--- src/rtl/interconnect_pkg.sv ---
// Shared constants and helpers for the interconnect transmit path.
package interconnect_pkg;
  localparam int DEF_WIDTH    = 128;
  localparam int DEF_CHANNELS = 4;

  // Width of a channel index. A lone channel still needs one bit.
  function automatic int calc_cw(input int n);
    return (n < 2) ? 1 : $clog2(n);
  endfunction
endpackage

--- src/rtl/rr_arbiter.sv ---
// Round-robin grant selection: the first requester found searching upward from rr_ptr+1, wrapping modulo N.
module rr_arbiter
  import interconnect_pkg::*;
#(
  parameter  int N  = DEF_CHANNELS,
  localparam int CW = calc_cw(N)
) (
  input  logic [N-1:0]  req,
  input  logic [CW-1:0] rr_ptr,
  output logic [N-1:0]  grant,
  output logic [CW-1:0] grant_idx,
  output logic          grant_vld
);

  logic [CW-1:0] cand;

  always_comb begin
    grant     = '0;
    grant_idx = '0;
    grant_vld = 1'b0;
    cand      = '0;
    // rr_ptr itself is visited last (k == N), so it wins only when it is the sole requester.
    for (int k = 1; k <= N; k++) begin
      cand = CW'((int'(rr_ptr) + k) % N);
      if (!grant_vld && req[cand]) begin
        grant_vld   = 1'b1;
        grant_idx   = cand;
        grant[cand] = 1'b1;
      end
    end
  end

endmodule

--- src/rtl/interconnect_tx_arbiter.sv ---
// Merges CHANNELS valid/ready streams onto one link through a single output register.
// Define INTERCONNECT_TX_STATS_EN to add the saturating sent_count output.
module interconnect_tx_arbiter
  import interconnect_pkg::*;
#(
  parameter  int WIDTH    = DEF_WIDTH,
  parameter  int CHANNELS = DEF_CHANNELS,
  localparam int CW       = calc_cw(CHANNELS)
) (
  input  logic                      clk,
  input  logic                      reset,
  input  logic [WIDTH*CHANNELS-1:0] ch_in_data,
  input  logic [CHANNELS-1:0]       ch_in_valid,
  output logic [CHANNELS-1:0]       ch_in_ready,
  output logic [WIDTH-1:0]          link_out_data,
  output logic [CW-1:0]             link_out_chan,
  output logic                      link_out_valid,
  input  logic                      link_out_ready,
  input  logic [CHANNELS-1:0]       ch_odd_clusters,
  output logic                      has_message_flying,
  output logic                      has_odd_clusters
`ifdef INTERCONNECT_TX_STATS_EN
  ,
  output logic [15:0]               sent_count
`endif
);

  logic [WIDTH-1:0]    ch_data [CHANNELS];
  logic [CHANNELS-1:0] grant;
  logic [CW-1:0]       grant_idx;
  logic                grant_vld;
  logic [CW-1:0]       rr_ptr;
  logic                out_free;
  logic                accept;

  for (genvar i = 0; i < CHANNELS; i++) begin : g_split
    assign ch_data[i] = ch_in_data[i*WIDTH +: WIDTH];
  end

  rr_arbiter #(.N(CHANNELS)) u_rr (
    .req       (ch_in_valid),
    .rr_ptr    (rr_ptr),
    .grant     (grant),
    .grant_idx (grant_idx),
    .grant_vld (grant_vld)
  );

  // Ready is gated by reset so no channel sees a handshake while reset is held.
  assign out_free    = !link_out_valid || link_out_ready;
  assign ch_in_ready = (out_free && reset) ? grant : '0;
  assign accept      = grant_vld && out_free && reset;

  always_ff @(posedge clk or negedge reset) begin
    if (!reset) begin
      link_out_valid <= 1'b0;
      link_out_data  <= '0;
      link_out_chan  <= '0;
      rr_ptr         <= CW'(CHANNELS - 1);
    end else if (accept) begin
      link_out_valid <= 1'b1;
      link_out_data  <= ch_data[grant_idx];
      link_out_chan  <= grant_idx;
      rr_ptr         <= grant_idx;
    end else if (link_out_ready) begin
      link_out_valid <= 1'b0;
    end
  end

  assign has_message_flying = (|ch_in_valid) || link_out_valid;
  assign has_odd_clusters   = |ch_odd_clusters;

`ifdef INTERCONNECT_TX_STATS_EN
  always_ff @(posedge clk or negedge reset) begin
    if (!reset)
      sent_count <= '0;
    else if (link_out_valid && link_out_ready && sent_count != 16'hFFFF)
      sent_count <= sent_count + 16'd1;
  end
`endif

endmodule

--- config.mk ---
export PLATFORM = sky130hd
export DESIGN_NAME = interconnect_tx_arbiter
export DESIGN_NICKNAME = d
export VERILOG_FILES = /design/src/rtl/interconnect_pkg.sv /design/src/rtl/rr_arbiter.sv /design/src/rtl/interconnect_tx_arbiter.sv
export SDC_FILE = /design/constraint.sdc
export NUM_CORES = 1
export LEC_CHECK = 0
export CORE_AREA = 2 2 255 257
export CTS_CLUSTER_SIZE = 10
export DETAILED_ROUTE_END_ITERATION = 12
export DIE_AREA = 0 0 257 259
export HOLD_SLACK_MARGIN = 0.05
export PLACE_DENSITY = 0.5
export SETUP_SLACK_MARGIN = 0.1
export SYNTH_ARGS = -nofsm -noshare
export SYNTH_HDL_FRONTEND = slang
export SYNTH_SLANG_ARGS = --single-unit
--- constraint.sdc ---
create_clock -name clk -period 5.06 [get_ports clk]
set_input_delay 1.518 -clock clk [delete_from_list [all_inputs] [get_ports clk]]
set_output_delay 1.518 -clock clk [all_outputs]
set_load 0.05 [all_outputs]
## Yosys cells after proc, flatten, opt, wreduce, memory -nomap -nowiden

Index checks and enable logic that the tools add are counted.

- Order comparisons: 9
- Reductions and logical operators: 19
- Div/mod/pow operators: 0
- $mul: 0
- Bitwise gates (word level): 4
- Muxes and demuxes: 34
- Add/sub/neg operators: 4
- Eq/ne operators: 0
- Shift operators: 0

Operators by type and width:

| operator | number |
|---|---|
| $bmux 128 s2 | 1 |
| $mux 128 | 2 |
| $mux 4 | 5 |
| $mux 1 | 14 |
| $lt 2x3->1 const B | 4 |
| $or 4x4->4 | 3 |
| $logic_and 1x1->1 | 10 |
| $bmux 1 s2 | 4 |
| $demux 1 s2 | 4 |
| $ge 2x1->1 const B | 4 |
| $mux 2 | 4 |
| $reduce_or 4->1 | 2 |
| $add 2x1->2 const B | 2 |
| $add 2x2->2 const B | 2 |
| $logic_not 1->1 | 4 |
| $ge 3x3->1 const B | 1 |
| $not 2->3 | 1 |
| $logic_or 1x1->1 | 2 |
| $reduce_bool 2->1 | 1 |

- Bits in read-only memories: 0
- Register bits: 133
- Memories kept: 0
- Latch bits: 0
- Memory bits (writable): 0
- Input port bits: 523
- Output and inout bits: 137
- Word-level logic and storage cells: 74

## Depth between registers and ports, before layout

Gate-level depths: netlist of run 1.

- Depth in word-level cells: 17
- Mapped depth: 13
- Depth with buffers taken out: 8

## By module

Synthesis of run 1 repeated with hierarchy kept, for this count alone.

- Cell total of the unflattened synthesis: 533
- Area, all modules: 8650.8 um2

Modules (own cells, without submodules):

| module | times used | cells each | seq. area each (um2) | area each (um2) |
|---|---|---|---|---|
| interconnect_tx_arbiter | 1 | 447 | 3330.7 | 8021.4 |
| rr_arbiter | 1 | 86 | 0.0 | 629.4 |

## Worst setup path before layout of run 1

Ideal clock, no wire load.

- Kind: input port to output port
- Start point: input port ch_in_valid[1]
- End point: output port ch_in_ready[0]
- Stages: 7
- Required time: 3.542 ns
- Buffers on the path: 1
- Setup slack: 0.295 ns
- Arrival: 3.247 ns
- Cell sequence: buf_4 mux4_2 nor2b_4 a22oi_1 nor2_1 a221oi_1 nor2_1

- Word-level cells in the longest chain between the ends: 13
- Elaborated cells between the ends (all ways): 25
- Classes of those cells: mux (16); bitwise (3); reduce/logical (6)

RTL lines:

| what | RTL line | text |
|---|---|---|
| start: declaration | interconnect_tx_arbiter.sv:13 | `input logic [CHANNELS-1:0] ch_in_valid,` |
| $bmux 1 s2 | rr_arbiter.sv:25 | `if (!grant_vld && req[cand]) begin` |
| $mux 1 (not written as such) | rr_arbiter.sv:25 |  |
| $mux 1 | rr_arbiter.sv:25 |  |
| $logic_not 1->1 | rr_arbiter.sv:25 |  |
| $logic_and 1x1->1 | rr_arbiter.sv:25 |  |
| $mux 1 | rr_arbiter.sv:25 |  |
| $logic_not 1->1 | rr_arbiter.sv:25 |  |
| $logic_and 1x1->1 | rr_arbiter.sv:25 |  |
| $mux 1 | rr_arbiter.sv:25 |  |
| $logic_not 1->1 | rr_arbiter.sv:25 |  |
| $logic_and 1x1->1 | rr_arbiter.sv:25 |  |
| $mux 4 (*) | rr_arbiter.sv:25 |  |
| $mux 4 (*) | interconnect_tx_arbiter.sv:50 | `assign ch_in_ready = (out_free && reset) ? grant : '0;` |
| end: declaration | interconnect_tx_arbiter.sv:14 | `output logic [CHANNELS-1:0] ch_in_ready,` |

Mark *: on every way between the ends. The rest lies on a longest branch, timed or not. The select of a mux whose other input is x is not followed.

## Worst setup path after layout of run 1

- Start point: register rr_ptr[0]
- End point: output port ch_in_ready[2]

- Word-level cells in the longest chain between the ends: 14
- Elaborated cells between the ends (all ways): 49
- Classes of those cells: add/sub (4); order compare (8); mux (24); bitwise (3); reduce/logical (10)

RTL lines:

| what | RTL line | text |
|---|---|---|
| start: declaration | interconnect_tx_arbiter.sv:32 | `logic [CW-1:0] rr_ptr;` |
| start signal: assignment | interconnect_tx_arbiter.sv:58 | `rr_ptr <= CW'(CHANNELS - 1);` |
| start signal: assignment | interconnect_tx_arbiter.sv:63 | `rr_ptr <= grant_idx;` |
| branches (longest 12 deep; another with $lt 2x3->1) | -- |  |
| $mux 4 (*) | rr_arbiter.sv:25 |  |
| $mux 4 (*) | interconnect_tx_arbiter.sv:50 |  |

Every way passes the cells marked *. The select of a mux whose other input is x is not followed.

==> flow_summary.toml, run 1 <==
[synthesis]
ys_ff_latch = 133
yosys_warnings = 0
synth_edf_count = 0
yosysMostFrequentCell = "mux2i_1"
synth-main-ff-cell = "dfrtp_1"
synth_nets = 1327
yosysSeqAreaShare_pct = 38.9
synth_area_um2 = 8560
async_reset_ff_share_pct = 100
syn_avg_cell_area_um2 = 10.8
synthCells = 796
synth_commonest_cells = "257 x mux2i_1, 133 x nand2_1, 131 x dfrtp_1, 128 x o221ai_1, 38 x clkbuf_1"
synth_cell_types = 38
synth_top_area_cell = "dfrtp_1"
synth_top_area_share_pct = 38.3
synth_area_leaders = "dfrtp_1 38%, mux2i_1 30%, o221ai_1 13%"

[cts]
numClockSinks = 133
cts_hold_buf = 0
root_buffer = "clkbuf_16"
tritoncts = "done"
h-tree-depth = 4
cts_buffer_depth = 2
clk_pin_slew_worst_paths_ns = 0.06
numCtsBuffers = 17
worstSkewPairLatency_ns = 0.47

[drt]
routed_via_density = 3.96
first_pass_iters = 6
wl_per_cell_um = 19.1
num_vias = 9141
wl_met1_um = 17000
dr.first_iter.drc_count = 362
detail-route-antenna-nets = 0
wl_met3_um = 3720
wl_met2_um = 22200
drc_errors = 0
dr.max_layer_used = "met4"
postRouteWirelength_um = 44200

[die]
die_area_um2 = 66600
ios = 660
start_util_pct = 13.4
chipWidth_um = 257
die_h_um = 259
num_rows = 93
core_area_um2 = 63900

[worst_hold_path]
hold_class = "reg -> reg"
min_path_cells = 2
hold_start = "link_out_data[110]$_DFFE_PN0P_"

[power_and_ir_drop]
p_comb_share_pct = 70.3
peakVddDrop_uv = 377
p_seq_share_pct = 17.3
power.static_leakage_nw = 7.04
swShare_pct = 49.5
power_mw = 11.2
p_sw_mw = 5.55
powerDensity_nw_per_um2 = 667
p_int_mw = 5.67
p_clk_share_pct = 12.5

[worst_setup_path]
worstSetupStartpoint = "rr_ptr[0]$_DFFE_PN1P_"
critPathMaxFanout = 18
start_kind = "register"
arrival_ns = 3.26
required_ns = 3.54
crit_type = "reg -> out"
endpoint_kind = "output pin"
ff2ff_path_depth = 9
r2r_start = "rr_ptr[0]$_DFFE_PN1P_"

[timing]
hold_ws_ns = 0.486
finalSetupViolations = 0
fin_crit_sh_pct = 94.4
rsz0062_at_grt = "false"
fin_ws_ns = 0.284
drv_slew = 0
setup_tns_ns = 0
maxSlewHeadroom_pct = 31.9
finClkSkew_ns = 0.0144
finalCriticalPeriod_ns = 4.78
max_slew.worst_pin.slew_ns = 1.02
fmax_mhz = 209
finalHoldViolCount = 0

[grt]
grt_antenna_before_repair = 2
gr-total-overflow = 0
grt_max_degree = 133
grt_pass1_vias = 9616
gr-usage-all-layers_pct = 12.8
grt_pass1_wl_um = 63300

[layout]
fin_area_um2 = 16800
drive_gt1_share_pct = 6.62
fin_util_pct = 26.4
syn2layout_area_growth_pct = 96.7
final_cells = 2307
layout.nets = 1968

[placed_design]
place_area_um2 = 16200
post-place-ws_ns = 0.158
io_buffers = 659
dpl.hpwl_um = 34700
dp.cells = 2272
gp_congestion = 0.879

[job]
max-cap-violations = 0

[outcome]
status = "completed"
## cells in the final DEF, fill, tap and decap left out, types with 8 or more instances in the layout
master	instances
mux2i_1	257
clkdlybuf4s50_1	649
buf_4	36
nand2_1	131
buf_12	9
dfrtp_1	131
ha_1	8
nor2_1	11
o221ai_1	128
clkbuf_16	18
## power groups by stage
stage                     registers, mW  logic (mW)  clock network, mW
after CTS                          1.94        8.00               1.47
after floorplan                    3.63        3.72                  0
after detailed placement           1.95        7.98                  0
after global routing               2.01        8.35               1.51
after global placement             1.93        7.94                  0
final                              1.94        7.89               1.40
## metal layers
metal | track usage, % | up-vias
met5 | 0 | -
met4 | 4.88 | 0
met3 | 4.54 | 49
met2 | 22.3 | 485
met1 | 14.3 | 4261
li1 | - | 4346
## worst max-delay path, stage by stage (launching register included)
cell and delay [ns]:
dfstp_4 0.73, inv_2 0.13, ha_1 0.47, mux4_2 0.54, nor2b_4 0.16, a22oi_2 0.14
nor2_1 0.08, a221oi_1 0.24, nor2_1 0.12, clkbuf_16 0.19
## state kept, by name, indices dropped and copies added (netlist names)
name            flops
link_out_data     128
link_out_chan       2
link_out_valid      1
rr_ptr              2
## timing repair
item / 4_1_cts / 5_1_grt
endpoints found under the setup margin: 0 / 4
gates resized for setup: 0 / 13
setup buffers: 0 / 1
hold endpoints to repair: 0 / 0
## logic make-up after synthesis
kind of cell	share of synthesized area, %
AOI/OAI and AO/OA	14.8
adders and majority gates	1.17
xor gates and xnor gates	0.102
DFF	38.9
muxes	31.0
buffers and inverters	6.14
and+or+nand+nor	7.92
## path summary, 6_finish.rpt
check	to	slack, ns
hold / removal	link_out_data[110]$_DFFE_PN0P_	0.49
setup reg to reg	link_out_data[126]$_DFFE_PN0P_	1.16
hold reg to reg	link_out_data[110]$_DFFE_PN0P_	0.49
max in group asynchronous	link_out_data[99]$_DFFE_PN0P_	2.65
min in group asynchronous	link_out_data[65]$_DFFE_PN0P_	1.16
setup / recovery	ch_in_ready[2]	0.28
## area by class of cell
class,instances,area [um^2]
fillers,6623,47000
repair buffers,700,7030
multi-input cells,582,4760
flip-flops and latches,133,3330
well taps,855,1070
clock buffers,21,460
clock inverters,11,173
inverters,3,11.3
diodes,2,5.00
Power figures use the tool's default switching activity.
==> inputs of run 2 (changes only) <==
--- a/config.mk
+++ b/config.mk
@@ -10,6 +10,7 @@
 export DETAILED_ROUTE_END_ITERATION = 12
 export DIE_AREA = 0 0 257 259
 export HOLD_SLACK_MARGIN = 0.05
+export MAX_ROUTING_LAYER = met4
 export PLACE_DENSITY = 0.5
 export SETUP_SLACK_MARGIN = 0.1
 export SYNTH_ARGS = -nofsm -noshare
==> flow_summary.toml, run 2 (synthesized netlist as in run 1, its figures left out) <==
[drt]
routed_via_density = 4.00
dr.first_iter.drc_count = 314
first_pass_iters = 4
wl_per_cell_um = 19.4
postRouteWirelength_um = 44700
drc_errors = 0
num_vias = 9193
detail-route-antenna-nets = 0

[grt]
grt_pass1_vias = 9875
grt_antenna_before_repair = 1
grt_max_degree = 133
gr-usage-all-layers_pct = 13.5
gr-total-overflow = 0
grt_pass1_wl_um = 64500

[placed_design]
dpl.hpwl_um = 34600
gp_congestion = 0.916
post-place-ws_ns = 0.153
io_buffers = 659
dp.cells = 2268

[worst_hold_path]
hold_start = "link_out_data[101]$_DFFE_PN0P_"
min_path_cells = 2
whs_endpoint = "link_out_data[101]$_DFFE_PN0P_"
hold_class = "reg -> reg"

[layout]
final_common_cell = "clkdlybuf4s50_1"
syn2layout_area_growth_pct = 95.8
final_cells = 2300
largest_reg_flops = 128
layout.nets = 1964
nFillCells = 6657
top_register = "link_out_data"
drive_gt1_share_pct = 6.02
top_regs = "link_out_data x128, link_out_chan x2, rr_ptr x2"
final_cell_mix = "649 x clkdlybuf4s50_1, 257 x mux2i_1, 131 x nand2_1, 131 x dfrtp_1, 128 x o221ai_1"

[die]
core_area_um2 = 63900
die_area_um2 = 66600
die_h_um = 259
chipWidth_um = 257
num_rows = 93
start_util_pct = 13.4
ios = 660

[power_and_ir_drop]
peakVddDrop_uv = 269
power_mw = 11.1
power.static_leakage_nw = 7.00
powerDensity_nw_per_um2 = 663

[cts]
root_buffer = "clkbuf_16"
tritoncts = "done"
worstSkewPairLatency_ns = 0.46
cts_hold_buf = 0
numCtsBuffers = 17
numClockSinks = 133
clk_pin_slew_worst_paths_ns = 0.07
h-tree-depth = 4
cts_buffer_depth = 2

[worst_setup_path]
required_ns = 3.54
critPathMaxFanout = 18
crit_top_cell = "nor2_1"
start_kind = "register"
crit_slowest_cell = "dfstp_4"
r2r_slack_ns = 1.24
cp_top_family = "flip-flops"
ff2ff_path_depth = 10
endpoint_kind = "output pin"
r2r_start = "rr_ptr[0]$_DFFE_PN1P_"
max_stage_delay_ns = 0.75
crit_type = "reg -> out"
worstPathCellList = "inv_2 > ha_2 > mux4_2 > nor2b_4 > a22oi_1 > nor2_1 > a221oi_1 > nor2_1 > clkbuf_16"
arrival_ns = 3.27
r2r-end = "link_out_data[22]$_DFFE_PN0P_"
path_buf_inv = 2

[timing]
setup_tns_ns = 0
maxSlewHeadroom_pct = 44.6
finalCriticalPeriod_ns = 4.79
finClkSkew_ns = 0.0134
max_slew.worst_pin.slew_ns = 0.828
rsz0062_at_grt = "false"
fmax_mhz = 209
fin_crit_sh_pct = 94.7
fin_ws_ns = 0.269
finalSetupViolations = 0
finalHoldViolCount = 0
drv_slew = 0

[outcome]
status = "completed"

[job]
max-cap-violations = 0
## run 2: cell types whose count changed in the layout (fill, tap and decap cells not counted), sizes merged
cell / before / now
clkbuf: 22 / 21
bufinv: 4 / 3
inv: 5 / 3
buf: 46 / 42
clkinvlp: 1 / 2
diode: 2 / 1
clkinv: 4 / 5
## run 2: area by class of cell
type / count / area [um^2] / share of cell area, %
timing repair buffer: 696 / 7030 / 41.9
multi-input combinational: 582 / 4750 / 28.3
sequential: 133 / 3330 / 19.9
tap: 855 / 1070 / 6.38
clock buffer: 20 / 437 / 2.60
clock inverter: 10 / 134 / 0.799
inverter: 3 / 11.3 / 0.0672
antenna: 1 / 2.50 / 0.0149
## run 2: worst register-to-register path, delay by kind of cell, from the launching register on
kind / cells / cell delay [ns]
compound gates: 3 / 0.98
flops: 1 / 0.75
buf+inv: 3 / 0.56
mux: 1 / 0.52
simple gates: 2 / 0.50
fa+ha+maj: 1 / 0.43
## run 2: metal layers
metal,GRT usage [%],wire length [um]
met3,4.03,3220
met4,4.54,988
met1,14.6,17600
met5,-,0
met2,23.4,22900
## run 2: through the flow
stage	util, %	instance area (um^2)	hold WS, ns
final	26.2	16800	0.487
after global routing	26.2	16800	0.510
after CTS	26.2	16700	0.489
after detailed placement	25.3	16100	0.473
after global placement	25.3	16100	0.469
after floorplan	-	8560	0.593
## run 2: worst max path at each step
stage	startpoint	end	slack, ns	cells after the start
3_3_place_gp	ch_in_valid[2]	ch_in_ready[1]	0.17	8
6_report	rr_ptr[0]$_DFFE_PN1P_	ch_in_ready[3]	0.27	9
4_1_cts	ch_in_valid[0]	ch_in_ready[3]	0.14	8
3_5_place_dp	ch_in_valid[0]	ch_in_ready[3]	0.15	8
2_1_floorplan	ch_in_valid[1]	ch_in_ready[0]	0.30	7
5_1_grt	rr_ptr[0]$_DFFE_PN1P_	ch_in_ready[3]	0.14	9
## run 2: where the power goes
| part | switching, mW | internal [mW] | total [mW] | leakage, nW |
|---|---|---|---|---|
| registers | 0.339 | 1.61 | 1.95 | 1.64 |
| clock network | 0.534 | 0.765 | 1.30 | 0.275 |
| logic | 4.66 | 3.21 | 7.88 | 5.08 |
| total | 5.54 | 5.58 | 11.1 | 7.00 |
## run 2: repair_timing
item,in CTS,in global routing
endpoints found under the setup margin,0,4
gates resized for setup,0,11
buffers inserted,0,1
==> inputs of run 3 (changes only) <==
--- a/config.mk
+++ b/config.mk
@@ -5,10 +5,10 @@
 export SDC_FILE = /design/constraint.sdc
 export NUM_CORES = 1
 export LEC_CHECK = 0
-export CORE_AREA = 2 2 255 257
+export CORE_AREA = 2 2 258 260
 export CTS_CLUSTER_SIZE = 10
 export DETAILED_ROUTE_END_ITERATION = 12
-export DIE_AREA = 0 0 257 259
+export DIE_AREA = 0 0 260 262
 export HOLD_SLACK_MARGIN = 0.05
 export MAX_ROUTING_LAYER = met4
 export PLACE_DENSITY = 0.5
==> constraint.sdc (replaced) <==
create_clock -name clk -period 4.8 [get_ports clk]
set_input_delay 1.44 -clock clk [delete_from_list [all_inputs] [get_ports clk]]
set_output_delay 1.44 -clock clk [all_outputs]
set_load 0.05 [all_outputs]
==> flow_summary.toml, run 3 (synthesized netlist as in run 1, its figures left out) <==
[layout]
top_register = "link_out_data"
layout.nets = 1960
final_common_cell = "clkdlybuf4s50_1"
top_regs = "link_out_data x128, link_out_chan x2, rr_ptr x2"
insertedDiodeCount = 0
drive_gt1_share_pct = 5.97
final_cell_mix = "649 x clkdlybuf4s50_1, 257 x mux2i_1, 131 x nand2_1, 131 x dfrtp_1, 128 x o221ai_1"
syn2layout_area_growth_pct = 96.0
nFillCells = 6858
largest_reg_flops = 128

[worst_setup_path]
r2r_start = "rr_ptr[1]$_DFFE_PN1P_"
worstSetupStartpoint = "ch_in_valid[1]"
endpoint_kind = "output pin"
ff2ff_path_depth = 10
crit_type = "in -> out"
start_kind = "primary input"
required_ns = 3.36
arrival_ns = 3.13
critPathMaxFanout = 6
endpoint = "ch_in_ready[0]"
r2r-end = "link_out_data[15]$_DFFE_PN0P_"
r2r_slack_ns = 1.09

[die]
core_area_um2 = 65300
start_util_pct = 13.1
chipWidth_um = 260
num_rows = 94
ios = 660
die_area_um2 = 68100
die_h_um = 262

[timing]
finClkSkew_ns = 0.0115
maxSlewHeadroom_pct = 44.6
max_slew.worst_pin.slew_ns = 0.831
rsz0062_at_grt = "false"
finalSetupViolations = 0
fin_crit_sh_pct = 95.1
drv_slew = 0
finalHoldViolCount = 0
fmax_mhz = 219
setup_tns_ns = 0
finalCriticalPeriod_ns = 4.57

[cts]
numClockSinks = 133
tritoncts = "done"
worstSkewPairLatency_ns = 0.47
clk_pin_slew_worst_paths_ns = 0.06
numCtsBuffers = 17
cts_buffer_depth = 2
h-tree-depth = 4
root_buffer = "clkbuf_16"

[drt]
drc_errors = 0
postRouteWirelength_um = 40900
wl_per_cell_um = 17.7
first_pass_iters = 5
num_vias = 9077
dr.first_iter.drc_count = 319
routed_via_density = 3.94
detail-route-antenna-nets = 0

[grt]
grt_antenna_before_repair = 0
grt_pass1_vias = 9442
grt_max_degree = 133
gr-total-overflow = 0
gr-usage-all-layers_pct = 11.7
grt_pass1_wl_um = 57600

[power_and_ir_drop]
power_mw = 11.6
powerDensity_nw_per_um2 = 692
power.static_leakage_nw = 6.98
peakVddDrop_uv = 450

[job]
max-cap-violations = 0

[worst_hold_path]
hold_class = "reg -> reg"

[placed_design]
dpl.hpwl_um = 31900
gp_congestion = 0.829
io_buffers = 659

[outcome]
status = "completed"
==> run 3: cell count changes in the layout (fill, tap and decap cells not counted), sizes merged <==
cell | before | now
clkinv | 5 | 6
dlygate4sd2 | 0 | 3
dlymetal6s2s | 4 | 1
buf | 42 | 38
inv | 3 | 4
diode | 1 | 0
clkinvlp | 2 | 1
==> run 3: repair_timing <==
item                       in CTS  in global routing
gates resized for setup         5                  7
setup buffers                   1                  1
setup endpoints to repair       4                  4
hold buffers                    0                  0
pin swaps                       1                  1
==> run 3: how the worst min path moves through the flow <==
| stage | from | endpoint | slack, ns | cells past startpoint |
|---|---|---|---|---|
| after floorplan | rr_ptr[1]$_DFFE_PN1P_ | rr_ptr[1]$_DFFE_PN1P_ | 0.59 | 2 |
| after global placement | link_out_data[103]$_DFFE_PN0P_ | link_out_data[103]$_DFFE_PN0P_ | 0.47 | 2 |
| after detailed placement | link_out_data[69]$_DFFE_PN0P_ | link_out_data[69]$_DFFE_PN0P_ | 0.47 | 2 |
| after CTS | link_out_data[12]$_DFFE_PN0P_ | link_out_data[12]$_DFFE_PN0P_ | 0.49 | 2 |
| after global routing | link_out_data[85]$_DFFE_PN0P_ | link_out_data[85]$_DFFE_PN0P_ | 0.50 | 2 |
| final | link_out_data[82]$_DFFE_PN0P_ | link_out_data[82]$_DFFE_PN0P_ | 0.48 | 2 |
==> run 3: worst max-delay path: stages <==
cell	delay, ns
dlygate4sd2_1	0.27
mux4_2	0.57
nor2b_4	0.20
a22oi_1	0.08
nor2_1	0.16
a221oi_2	0.05
nor2_1	0.19
buf_12	0.17
==> run 3: per-layer routing <==
layer	up-vias	GRT usage, %	wire length (um)
li1	4315	-	-
met1	4232	12.3	15200
met2	474	20.5	21100
met3	56	3.36	3170
met4	0	4.73	1350
met5	-	-	0
==> run 3: power breakdown <==
group	total [mW]	switching, mW	internal (mW)
combinational	8.18	4.81	3.37
sequential	2.03	0.334	1.69
clock	1.41	0.569	0.843
==> run 3: area by class of cell <==
cell class              instances  area, um^2  area share [%]
clock buffers                  20         457            2.72
repair buffers                692        6990            41.6
well taps                     864        1080            6.44
inverters                       3        11.3          0.0671
clock inverters                11         151           0.902
flip-flops and latches        133        3330            19.9
multi-input cells             582        4760            28.4
==> run 3: metrics by stage <==
step | instance area (um^2) | util [%] | worst slack [ns] | std cells | hold WS, ns
6_report | 16800 | 25.7 | 0.233 | 2305 | 0.485
5_1_grt | 16800 | 25.7 | 0.146 | 2305 | 0.499
4_1_cts | 16700 | 25.6 | 0.106 | 2304 | 0.489
3_5_place_dp | 16100 | 24.7 | 0.0605 | 2272 | 0.472
3_3_place_gp | 16100 | 24.7 | 0.103 | 2272 | 0.469
2_1_floorplan | 8560 | - | 0.191 | 796 | 0.593
